`src/rtl/window_alignment_ctrl_pkg.sv`:
```
// Shared constants and types for the window-alignment store write path.
package pkg_windowAlignment;
  localparam int WORD_SIZE   = 32;
  localparam int WORDS       = 4;
  localparam int INDEX_WIDTH = 5;
  localparam int ADDR_WIDTH  = 2 * INDEX_WIDTH;

  typedef enum logic [1:0] {
    IDLE = 2'd0,
    RUN  = 2'd1,
    LAST = 2'd2
  } state_e;

  typedef logic [WORDS-1:0][WORD_SIZE-1:0] block_t;
endpackage

```
`src/rtl/window_alignment_ctrl_packer.sv`:
```
// Packs WORDS consecutive accepted words into lanes and commits a full block to wdata.
module window_block_packer
  import pkg_windowAlignment::*;
#(
  parameter int WORD_SIZE = 32,
  parameter int WORDS     = 4
) (
  input  logic                            clk,
  input  logic                            rst_n,
  input  logic                            accept_i,
  input  logic [WORD_SIZE-1:0]            data_i,
  output logic                            commit_o,
  output logic [WORDS-1:0][WORD_SIZE-1:0] wdata_o
);
  localparam int CW = (WORDS > 1) ? $clog2(WORDS) : 1;

  logic [CW-1:0]                   cnt_q, cnt_d;
  logic [WORDS-1:0][WORD_SIZE-1:0] lane_q, lane_d;
  logic [WORDS-1:0][WORD_SIZE-1:0] wdata_q, wdata_d;
  logic                            last_lane;

  assign last_lane = (cnt_q == CW'(WORDS - 1));
  assign commit_o  = accept_i && last_lane;
  assign wdata_o   = wdata_q;

  // The committed block includes the word arriving this cycle, so commit from lane_d.
  always_comb begin
    cnt_d   = cnt_q;
    lane_d  = lane_q;
    wdata_d = wdata_q;
    if (accept_i) begin
      lane_d[cnt_q] = data_i;
      if (last_lane) begin
        cnt_d   = '0;
        wdata_d = lane_d;
      end else begin
        cnt_d = cnt_q + CW'(1);
      end
    end
  end

  always_ff @(posedge clk or negedge rst_n) begin
    if (!rst_n) begin
      cnt_q   <= '0;
      lane_q  <= '0;
      wdata_q <= '0;
    end else begin
      cnt_q   <= cnt_d;
      lane_q  <= lane_d;
      wdata_q <= wdata_d;
    end
  end
endmodule

```
`src/rtl/window_alignment_ctrl.sv`:
```
// Write sequencer: fills one detection window with row-major block writes from the word stream.
module window_alignment_ctrl
  import pkg_windowAlignment::*;
#(
  parameter int WORD_SIZE   = 32,
  parameter int WORDS       = 4,
  parameter int INDEX_WIDTH = 5,
  parameter int ROW_BLOCKS  = 6,
  parameter int ROWS        = 24
) (
  input  logic                            clk,
  input  logic                            rst_n,
  input  logic                            start,
  output logic                            busy,
  output logic                            done,
  input  logic                            in_valid,
  output logic                            in_ready,
  input  logic [WORD_SIZE-1:0]            in_data,
  output logic [INDEX_WIDTH-1:0]          waddrY,
  output logic [INDEX_WIDTH-1:0]          waddrBlock,
  output logic [WORDS-1:0][WORD_SIZE-1:0] wdata,
  output logic                            we,
  output logic [1:0]                      dbg_state
);
  localparam int IW = INDEX_WIDTH;
  localparam logic [1:0] ST_IDLE = IDLE;
  localparam logic [1:0] ST_RUN  = RUN;
  localparam logic [1:0] ST_LAST = LAST;

  logic [1:0]    state_q, state_d;
  logic [IW-1:0] blk_q, blk_d;
  logic [IW-1:0] row_q, row_d;
  logic [IW-1:0] waddr_y_q, waddr_blk_q;
  logic          we_q;
  logic          accept;
  logic          blk_done;
  logic          last_blk;

  assign in_ready   = (state_q == ST_RUN);
  assign busy       = (state_q == ST_RUN) || (state_q == ST_LAST);
  assign done       = (state_q == ST_LAST);
  assign accept     = in_valid && in_ready;
  assign we         = we_q;
  assign waddrY     = waddr_y_q;
  assign waddrBlock = waddr_blk_q;
  assign dbg_state  = state_q;
  assign last_blk   = (row_q == IW'(ROWS - 1)) && (blk_q == IW'(ROW_BLOCKS - 1));

  window_block_packer #(
    .WORD_SIZE (WORD_SIZE),
    .WORDS     (WORDS)
  ) u_packer (
    .clk      (clk),
    .rst_n    (rst_n),
    .accept_i (accept),
    .data_i   (in_data),
    .commit_o (blk_done),
    .wdata_o  (wdata)
  );

  always_comb begin
    state_d = state_q;
    blk_d   = blk_q;
    row_d   = row_q;
    case (state_q)
      ST_IDLE: begin
        if (start) begin
          state_d = ST_RUN;
          blk_d   = '0;
          row_d   = '0;
        end
      end
      ST_RUN: begin
        if (blk_done) begin
          if (last_blk) begin
            state_d = ST_LAST;
            blk_d   = '0;
            row_d   = '0;
          end else if (blk_q == IW'(ROW_BLOCKS - 1)) begin
            blk_d = '0;
            row_d = row_q + IW'(1);
          end else begin
            blk_d = blk_q + IW'(1);
          end
        end
      end
      ST_LAST: state_d = ST_IDLE;
      default: state_d = ST_IDLE;
    endcase
  end

  // The write address is the index pair of the block that just completed, held until the next one.
  always_ff @(posedge clk or negedge rst_n) begin
    if (!rst_n) begin
      state_q     <= ST_IDLE;
      blk_q       <= '0;
      row_q       <= '0;
      waddr_y_q   <= '0;
      waddr_blk_q <= '0;
      we_q        <= 1'b0;
    end else begin
      state_q <= state_d;
      blk_q   <= blk_d;
      row_q   <= row_d;
      we_q    <= blk_done;
      if (blk_done) begin
        waddr_y_q   <= row_q;
        waddr_blk_q <= blk_q;
      end
    end
  end
endmodule

```
`config.mk`:
```
export PLATFORM = sky130hd
export DESIGN_NAME = window_alignment_ctrl
export DESIGN_NICKNAME = d
export VERILOG_FILES = /design/src/rtl/window_alignment_ctrl_pkg.sv /design/src/rtl/window_alignment_ctrl_packer.sv /design/src/rtl/window_alignment_ctrl.sv
export SDC_FILE = /design/constraint.sdc
export NUM_CORES = 1
export LEC_CHECK = 0
export BUFFER_PORTS_ARGS = -buffer_cell sky130_fd_sc_hd__buf_2
export CORE_AREA = 2 2 141 143
export DETAILED_ROUTE_END_ITERATION = 7
export DIE_AREA = 0 0 143 145
export PLACE_DENSITY_LB_ADDON = 0.3
export RECOVER_POWER = 25
export SYNTH_ARGS = -nofsm -noshare
export SYNTH_HDL_FRONTEND = slang
export SYNTH_SLANG_ARGS = --single-unit
```
`constraint.sdc`:
```
create_clock -name clk -period 2.1 [get_ports clk]
set_clock_uncertainty 0.15 [all_clocks]
set_input_delay 0.105 -clock clk [delete_from_list [all_inputs] [get_ports clk]]
set_output_delay 0.105 -clock clk [all_outputs]
set_load 0.005 [all_outputs]
```
==> results.sh, run 1 <==
export IMPL_n_fill_cell=1483
export IMPL_r2r_cells=8
export IMPL_final_hold_viol_count=0
export IMPL_yosysWarnings=0
export IMPL_synth_cell_types=28
export IMPL_crit_path_end_kind="flop"
export IMPL_drv_slew=0
export IMPL_startpoint="dbg_state[0]"
export IMPL_p_clk_share_pct=23.0
export IMPL_final_cell_mix="dfrtp_1, nand2_1, buf_2"
export IMPL_cp_depth=8
export IMPL_swShare_pct=31.92
export IMPL_clk_pin_slew_ps=60
export IMPL_avgSynthCellArea_um2=11.73
export IMPL_cts_tree="yes"
export IMPL_r2r_end="blk_q[3]"
export IMPL_maxCapViolCount=0
export IMPL_ir_drop_uv=877.4
export IMPL_multi_input_area_mm2=0.003890
export IMPL_power_density_mw_per_mm2=1439
export IMPL_synth_nets=930
export IMPL_critPathBufInv=3
export IMPL_core_area_mm2=0.01921
export IMPL_grt_start_max_net_pins=86
export IMPL_route_vias_total=7133
export IMPL_synth_area_mm2=0.01036
export IMPL_die_area_mm2=0.02074
export IMPL_worstMarginPinSlew_ps=791.0
export IMPL_fmax_mhz=513.3
export IMPL_status="finished, final reports clean"
export IMPL_nets=1151
export IMPL_pin_count=180
export IMPL_clk_latency_ps=510
export IMPL_rsz0062_at_grt="false"
export IMPL_final_common_cell="dfrtp_1"
export IMPL_cp_slowest_cell="dfrtp_1"
export IMPL_min_period_ps=1948
export IMPL_p_switching_w=0.005885
export IMPL_crit_top_cell="buf_4"
export IMPL_endpoint="blk_q[3]"
export IMPL_startpoint_type="flop"
export IMPL_routed_via_density=5.161
export IMPL_first_pass_iters=4
export IMPL_cts_inserted_buffers=25
export IMPL_clock_sinks=249
export IMPL_cts_htree_levels=1
export IMPL_crit_path_max_fanout=5
export IMPL_slew_headroom_pct=47.27
export IMPL_die_h_um=145
export IMPL_cp_arrival_ps=2190
export IMPL_drc=0
export IMPL_seq_area_mm2=0.006231
export IMPL_final_layout_size_suffix_gt1_share_pct=27.48
export IMPL_grt_ovfl_total=0
export IMPL_gp_congestion=0.7437
export IMPL_post_route_util_pct=66.73
export IMPL_synthToLayoutAreaGrowth_pct=23.72
export IMPL_ant_nets=0
export IMPL_port_buffer_count=179
export IMPL_setup_viol=0
export IMPL_path_delay_family="simple AND/OR/NAND/NOR gates"
export IMPL_clock_path_buffers=3
export IMPL_setup_tns_ps=0
export IMPL_r2r_start="dbg_state[0]"
export IMPL_internal_power_w=0.01255
export IMPL_pwr_share_comb_pct=33.8
export IMPL_start_util_pct=53.93
export IMPL_synth_seq_area_share_pct=60.15
export IMPL_path_cells="inv_1, ha_1, nor2b_1, buf_4, nor3_1, buf_4, o21ai_0, o2bb2ai_1"
export IMPL_wl_per_cell_um=16.43
export IMPL_drt_wl_total_um=22700
export IMPL_syn_inst=883
export IMPL_leakagePower_nw=6.264
export IMPL_critPathKind="reg -> reg"
export IMPL_fin_crit_sh_pct=92.76
export IMPL_cts_root_buffer="clkbuf_16"
export IMPL_track_usage_pct=22.16
export IMPL_ys_ff_latch=249
export IMPL_holdCritPathClass="in -> reg"
export IMPL_grt_pass1_vias=7096
export IMPL_diodes=0
export IMPL_ff2ff_setup_slack_ps=150
export IMPL_dp_hpwl_um=14690
export IMPL_p_seq_share_pct=43.2
export IMPL_dr_first_iter_drc_count=291
export IMPL_crit_required_ps=2340
export IMPL_row_count=51
export IMPL_grt_pass1_wl_um=37040
export IMPL_cp_slowest_stage_delay_ps=390
export IMPL_die_w_um=143
export IMPL_antenna_found_initial=0
## sequential cells by signal (all words and copies together), names as in the netlist
signal and cells:
waddrBlock 5, u_packer.wdata_o 128, u_packer.lane_q 96, we 1, waddrY 5, dbg_state 2
row_q 5, blk_q 5, u_packer.cnt_q 2
## area by class of cell
cell class | instances | share of cell area [%]
flip-flops and latches | 249 | 48.62
clock inverters | 4 | 0.3807
clock buffers | 36 | 5.672
well taps | 265 | 2.587
repair buffers | 248 | 12.15
inverters | 8 | 0.2343
multi-input cells | 572 | 30.35
## through the flow
stage | std cells | area [um^2] | hold WS, ps | setup WS (ps) | total power (W)
finish | 1382 | 12820 | 263.6 | 152.0 | 0.01844
global route | 1382 | 12820 | 286.8 | 25.50 | 0.01972
CTS | 1381 | 12880 | 260.2 | 128.7 | 0.01865
detailed placement | 1305 | 11740 | -92.01 | 139.7 | 0.01432
global placement | 1305 | 11740 | -88.84 | 169.0 | 0.01405
floorplan | 883 | 10360 | -340.6 | 80.57 | 0.01175
## power by group through the flow
| stage | Clock [W] | Combinational, W | Sequential, W |
|---|---|---|---|
| 2_1_floorplan | 0 | 0.00382 | 0.00792 |
| 3_3_place_gp | 0 | 0.00611 | 0.00794 |
| 3_5_place_dp | 0 | 0.00631 | 0.00801 |
| 4_1_cts | 0.00430 | 0.00639 | 0.00796 |
| 5_1_grt | 0.00451 | 0.00699 | 0.00822 |
| 6_report | 0.00423 | 0.00624 | 0.00797 |
## cell families after synthesis
| group | count (synthesis) | share of synthesized area [%] |
|---|---|---|
| buf+inv | 62 | 2.633 |
| flops | 249 | 60.15 |
| fa+ha+maj | 11 | 1.329 |
| simple gates | 250 | 9.687 |
| compound gates | 115 | 6.076 |
| mux | 196 | 20.12 |
## cells in the mapped netlist
| cell type | instances | share of area, % |
|---|---|---|
| dfrtp_1 | 249 | 60 |
| nand2_1 | 226 | 8.2 |
| o21ai_0 | 103 | 5.0 |
| mux2_2 | 98 | 11 |
| mux2i_1 | 98 | 9.5 |
| buf_2 | 32 | 1.5 |
| clkbuf_1 | 19 | 0.69 |
| ha_1 | 11 | 1.3 |
| inv_1 | 8 | 0.29 |
| nand3_1 | 8 | 0.39 |
| o2bb2ai_1 | 4 | 0.34 |
| buf_1 | 3 | 0.11 |
| nand2b_1 | 3 | 0.18 |
| nor2_1 | 3 | 0.11 |
| a32o_1 | 2 | 0.19 |
| and3_1 | 2 | 0.12 |
| nor2b_1 | 2 | 0.12 |
| nor3_1 | 2 | 0.097 |
| a2111oi_4 | 1 | 0.27 |
| a21boi_1 | 1 | 0.072 |
| a21o_1 | 1 | 0.072 |
| a21oi_1 | 1 | 0.048 |
| nand4b_1 | 1 | 0.085 |
| nand4bb_4 | 1 | 0.27 |
| nor3b_1 | 1 | 0.072 |
| o21ai_1 | 1 | 0.048 |
| o22ai_1 | 1 | 0.060 |
| or2_2 | 1 | 0.060 |
## worst min-delay path by stage
stage / depth (start not counted) / end / startpoint
2_1_floorplan: 0 / blk_q[0] / rst_n
3_3_place_gp: 1 / dbg_state[1] / rst_n
3_5_place_dp: 1 / dbg_state[1] / rst_n
4_1_cts: 4 / u_packer.wdata_o[103] / in_data[7]
5_1_grt: 4 / u_packer.wdata_o[114] / in_data[18]
6_report: 4 / u_packer.wdata_o[118] / in_data[22]
## per-layer routing
layer / up-vias / global-route usage, % / wire length (um)
met5: - / 0 / 0
met4: 0 / 4.703 / 390
met3: 31 / 4.158 / 1135
met2: 153 / 37.03 / 10930
met1: 3513 / 30.31 / 10240
li1: 3436 / - / -
## tightest hold or removal path, delay by kind of cell
family	cells	cell delay [ps]
buffers and inverters	2	680
AND/OR/NAND/NOR	2	110
## repair_timing
action | CTS | global route
buffers inserted | 0 | 1
hold endpoints to repair | 477 | 0
gates resized for setup | 0 | 0
hold buffers | 36 | 0
endpoints found under the setup margin | 0 | 3
Note: power is estimated with default switching activity, not from simulation.
==> run 2, diff against run 1 <==
Settings changed: CORE_AREA 2 2 141 143 to 2 2 189 191, DIE_AREA 0 0 143 145 to 0 0 191 193.
==> run 2 against run 1 <==
Register-to-register slack hardly changed. Power rose by 4.3%. Fmax is 0.23% higher. Core utilization shrank 29 points. Flip-flop and latch count unchanged. Combinational power rose by 4.6%. Cell area grew 4.0%. Hold slack lost 100 ps. Wire length up 13%. Sequential power about the same. Final cell count increased by 16%. Critical path type unchanged. Critical endpoint is now row_q[2]. Largest cell class unchanged. Largest power group unchanged.
==> results.sh, run 2 (synthesis gave the netlist of run 1 again) <==
export IMPL_maxCapViolCount=0
export IMPL_leakagePower_nw=6.545
export IMPL_final_layout_size_suffix_gt1_share_pct=32.75
export IMPL_power_density_mw_per_mm2=1442
export IMPL_critPathKind="reg -> reg"
export IMPL_die_w_um=191
export IMPL_final_area_mm2=0.01333
export IMPL_multi_input_area_mm2=0.003901
export IMPL_crit_path_max_fanout=12
export IMPL_die_area_mm2=0.03686
export IMPL_drv_slew=0
export IMPL_min_period_ps=1944
export IMPL_startpoint_type="flop"
export IMPL_grt_pass1_vias=7338
export IMPL_synthToLayoutAreaGrowth_pct=28.72
export IMPL_core_area_mm2=0.03496
export IMPL_worstMarginPinSlew_ps=1045
export IMPL_clk_pin_slew_ps=60
export IMPL_fin_ws_ps=156.4
export IMPL_n_fill_cell=3501
export IMPL_diodes=0
export IMPL_clk_latency_ps=540
export IMPL_routed_via_density=4.555
export IMPL_route_vias_total=7275
export IMPL_fmax_mhz=514.5
export IMPL_seq_area_mm2=0.006231
export IMPL_status="finished, final reports clean"
export IMPL_dp_hpwl_um=16680
export IMPL_nets=1161
export IMPL_clock_path_buffers=3
export IMPL_hold_slack_ps=161.1
export IMPL_grt_pass1_wl_um=41310
export IMPL_cts_inserted_buffers=28
export IMPL_pin_count=180
export IMPL_track_usage_pct=14.08
export IMPL_setup_tns_ps=0
export IMPL_crit_required_ps=2370
export IMPL_drt_wl_total_um=25680
export IMPL_start_util_pct=29.63
export IMPL_ir_drop_uv=677.1
export IMPL_cts_tree="yes"
export IMPL_fin_crit_sh_pct=92.55
export IMPL_rsz0062_at_grt="false"
export IMPL_die_h_um=193
export IMPL_final_common_cell="dfrtp_1"
export IMPL_antenna_found_initial=0
export IMPL_finalNonFillerCells=1597
export IMPL_largest_register_ffs=128
export IMPL_row_count=69
export IMPL_wl_per_cell_um=16.08
export IMPL_final_cell_mix="dfrtp_1, nand2_1, buf_2"
export IMPL_cts_htree_levels=1
export IMPL_gp_congestion=0.7243
export IMPL_drc=0
export IMPL_clock_sinks=249
export IMPL_cts_root_buffer="clkbuf_16"
export IMPL_crit_path_end_kind="flop"
export IMPL_dr_first_iter_drc_count=250
export IMPL_holdCritPathClass="in -> async"
export IMPL_placed_area_mm2=0.01213
export IMPL_grt_start_max_net_pins=72
export IMPL_slew_headroom_pct=30.36
export IMPL_final_hold_viol_count=0
export IMPL_cp_arrival_ps=2210
export IMPL_port_buffer_count=179
export IMPL_place_ws_ps=24.95
export IMPL_grt_ovfl_total=0
export IMPL_ant_nets=0
export IMPL_placed_cells=1509
export IMPL_first_pass_iters=4
export IMPL_setup_viol=0
-- run 2: cell types whose count changed in the layout (fill, tap and decap cells not counted), moves of 3 or more --
cell | previous run | this run
buf_12 | 9 | 13
clkbuf_1 | 54 | 12
clkbuf_2 | 0 | 3
clkinv_2 | 2 | 6
clkbuf_16 | 25 | 29
buf_4 | 24 | 21
buf_2 | 129 | 178
-- run 2: area by class of cell --
class / instances / area share (%)
Clock buffer: 44 / 6.390
Clock inverter: 8 / 0.3472
Inverter: 8 / 0.2252
Multi-Input combinational cell: 572 / 29.26
Sequential cell: 249 / 46.73
Tap cell: 461 / 4.326
Timing Repair Buffer: 255 / 12.72
-- run 2: power by group --
part	switching [W]	total, W	internal [W]
combinational	0.00317	0.00653	0.00337
sequential	0.00108	0.00795	0.00687
clock	0.00198	0.00475	0.00277
-- run 2: what timing repair did --
item,in CTS,in global routing
gates resized for setup,0,3
setup endpoints to repair,0,31
hold endpoints to repair,476,0
hold buffers,35,0
buffers inserted,0,1
-- run 2: layer usage --
layer  global-route usage, %  vias to the layer above  routed length (um)
met2                   22.30                      163               11680
met1                   19.60                     3596               12110
met5                       0                        -                   0
met3                   2.896                       40                1364
li1                        -                     3476                   -
met4                   3.846                        0                 531
-- run 2: worst max-delay path, cell delays in order (launching register included) --
cell and delay [ps]:
dfrtp_1 360, inv_1 90, ha_2 230, buf_4 190, a2111oi_4 330, buf_4 190, o21ai_1 70, a32o_1 200
-- run 2: path summary, 6_finish.rpt --
| kind | depth (start not counted) | slack, ps | startpoint | to |
|---|---|---|---|---|
| setup / recovery | 7 | 160 | dbg_state[1] | row_q[2] |
| hold / removal | 2 | 160 | rst_n | waddrBlock[2] |
| setup reg to reg | 7 | 160 | dbg_state[1] | row_q[2] |
| hold reg to reg | 2 | 320 | u_packer.wdata_o[124] | u_packer.wdata_o[124] |
| max in group asynchronous | 3 | 380 | rst_n | u_packer.wdata_o[68] |
| min in group clk | 4 | 240 | in_data[16] | u_packer.wdata_o[112] |
-- run 2: through the flow --
step,util [%],power [W]
3_5_place_dp,34.70,0.01462
3_3_place_gp,34.70,0.01444
2_1_floorplan,-,0.01175
4_1_cts,38.28,0.01953
5_1_grt,38.14,0.02073
6_report,38.14,0.01923
==> run 3, diff against run 2 <==
Settings changed: CTS_BUF_LIST set to sky130_fd_sc_hd__clkbuf_4 sky130_fd_sc_hd__clkbuf_8.
==> run 3 against run 2 <==
Clock power is 0.8% lower. Largest power group unchanged. Fmax up 0.36%. Sequential power about the same.
==> results.sh, run 3 (synthesis gave the netlist of run 1 again) <==
export IMPL_leakagePower_nw=6.426
export IMPL_grt_ovfl_total=0
export IMPL_dr_first_iter_drc_count=299
export IMPL_cts_htree_levels=2
export IMPL_swShare_pct=32.88
export IMPL_cp_arrival_ps=2220
export IMPL_drc=0
export IMPL_ff2ff_setup_slack_ps=160
export IMPL_drt_wl_total_um=25740
export IMPL_drv_slew=0
export IMPL_synthToLayoutAreaGrowth_pct=28.98
export IMPL_final_cell_mix="dfrtp_1, nand2_1, buf_2"
export IMPL_setup_tns_ps=0
export IMPL_power_density_mw_per_mm2=1430
export IMPL_crit_top_cell="buf_4"
export IMPL_die_w_um=191
export IMPL_clock_sinks=249
export IMPL_min_period_ps=1937
export IMPL_antenna_found_initial=0
export IMPL_clk_pin_slew_ps=60
export IMPL_pin_count=180
export IMPL_core_area_mm2=0.03496
export IMPL_wl_per_cell_um=15.84
export IMPL_route_vias_total=7294
export IMPL_critPathKind="reg -> reg"
export IMPL_rsz0062_at_grt="false"
export IMPL_r2r_end="row_q[2]"
export IMPL_die_area_mm2=0.03686
export IMPL_final_layout_size_suffix_gt1_share_pct=30.67
export IMPL_final_common_cell="dfrtp_1"
export IMPL_row_count=69
export IMPL_r2r_cells=7
export IMPL_min_delay_start="in_data[22]"
export IMPL_clock_path_buffers=3
export IMPL_min_to="u_packer.wdata_o[118]"
export IMPL_fin_crit_sh_pct=92.22
export IMPL_clk_latency_ps=560
export IMPL_path_cells="inv_1, ha_2, buf_4, a2111oi_4, buf_4, o21ai_1, a32o_1"
export IMPL_pwr_share_comb_pct=33.7
export IMPL_routed_via_density=4.489
export IMPL_internal_power_w=0.01282
export IMPL_gp_congestion=0.7243
export IMPL_fin_ws_ps=163.3
export IMPL_cp_slowest_stage_delay_ps=360
export IMPL_die_h_um=193
export IMPL_p_clk_share_pct=24.6
export IMPL_crit_required_ps=2390
export IMPL_ir_drop_uv=556.2
export IMPL_post_route_util_pct=38.21
export IMPL_diodes=0
export IMPL_cts_inserted_buffers=45
export IMPL_setup_viol=0
export IMPL_whs_path_depth=4
export IMPL_ant_nets=0
export IMPL_grt_start_max_net_pins=72
export IMPL_grt_pass1_vias=7447
export IMPL_worstMarginPinSlew_ps=1115
export IMPL_cts_root_buffer="clkbuf_8"
export IMPL_final_hold_viol_count=0
export IMPL_start_util_pct=29.63
export IMPL_startpoint_type="flop"
export IMPL_fmax_mhz=516.4
export IMPL_nets=1179
export IMPL_grt_pass1_wl_um=41590
export IMPL_status="finished, final reports clean"
export IMPL_place_ws_ps=24.95
export IMPL_p_seq_share_pct=41.6
export IMPL_holdCritPathClass="in -> reg"
export IMPL_crit_path_max_fanout=12
export IMPL_largest_register_ffs=128
export IMPL_crit_path_end_kind="flop"
export IMPL_slew_headroom_pct=25.64
export IMPL_n_fill_cell=3511
export IMPL_cp_slowest_cell="dfrtp_1"
export IMPL_p_switching_w=0.006279
export IMPL_p_total_w=0.01910
export IMPL_port_buffer_count=179
export IMPL_track_usage_pct=14.33
export IMPL_first_pass_iters=4
export IMPL_r2r_start="dbg_state[1]"
export IMPL_maxCapViolCount=0
export IMPL_cts_tree="yes"
export IMPL_dp_hpwl_um=16680
[run 3: changes by cell type in the layout (fill, tap and decap cells not counted), moves of 2 or more]
| cell | delta |
|---|---|
| buf_12 | +3 |
| buf_2 | -54 |
| buf_4 | +4 |
| clkbuf_1 | +41 |
| clkbuf_16 | -29 |
| clkbuf_2 | -3 |
| clkbuf_4 | +18 |
| clkbuf_8 | +44 |
| inv_6 | +2 |
[run 3: final cells by class]
cell class,instances,area [um^2],share of cell area [%]
Sequential cell,249,6231,46.64
Multi-Input combinational cell,572,3901,29.20
Timing Repair Buffer,256,1699,12.72
Clock buffer,69,837.1,6.265
Tap cell,461,576.8,4.317
Clock inverter,10,85.08,0.6368
Inverter,8,30.03,0.2248
[run 3: worst max-delay path by stage]
stage | end | slack (ps) | startpoint | cells past startpoint
floorplan | row_q[2] | 80 | dbg_state[1] | 7
global route | row_q[2] | 40 | dbg_state[1] | 7
global placement | dbg_state[0] | 110 | dbg_state[1] | 7
detailed placement | dbg_state[0] | 20 | dbg_state[1] | 7
finish | row_q[2] | 160 | dbg_state[1] | 7
CTS | dbg_state[0] | 6 | dbg_state[1] | 7
[run 3: layer usage]
metal  vias up  track usage (%)  share of wire [%]
met5         -                0                  0
li1       3513                -                  -
met1      3561            19.56                 47
met4         0            4.621                2.2
met2       179            22.16                 45
met3        41            3.819                5.5
[run 3: critical path: cells and delay by family, from the launching register on]
| family | cells | cell delay, ps |
|---|---|---|
| buffers and inverters | 3 | 470 |
| adders and majority gates | 1 | 230 |
| AOI/OAI and AO/OA | 3 | 600 |
| DFF | 1 | 360 |
[run 3: what timing repair did]
action                     CTS  global route
setup buffers                0             1
setup endpoints to repair    0            12
resized for setup            0             3
hold buffers                36             0
hold endpoints to repair   476             0
[run 3: power groups by stage]
stage          Clock [W]  Combinational, W  Sequential [W]
2_1_floorplan          0           0.00382         0.00792
3_3_place_gp           0           0.00649         0.00795
3_5_place_dp           0           0.00661         0.00801
4_1_cts          0.00490           0.00666         0.00796
5_1_grt          0.00512           0.00730         0.00823
6_report         0.00471           0.00644         0.00795
[run 3: stage by stage]
step / cell area [um^2] / cells / hold slack [ps]
2_1_floorplan: 10360 / 883 / -340.6
3_3_place_gp: 12130 / 1509 / -2.771
3_5_place_dp: 12130 / 1509 / -10.97
4_1_cts: 13420 / 1624 / 156.2
5_1_grt: 13360 / 1625 / 206.2
6_report: 13360 / 1625 / 217.7
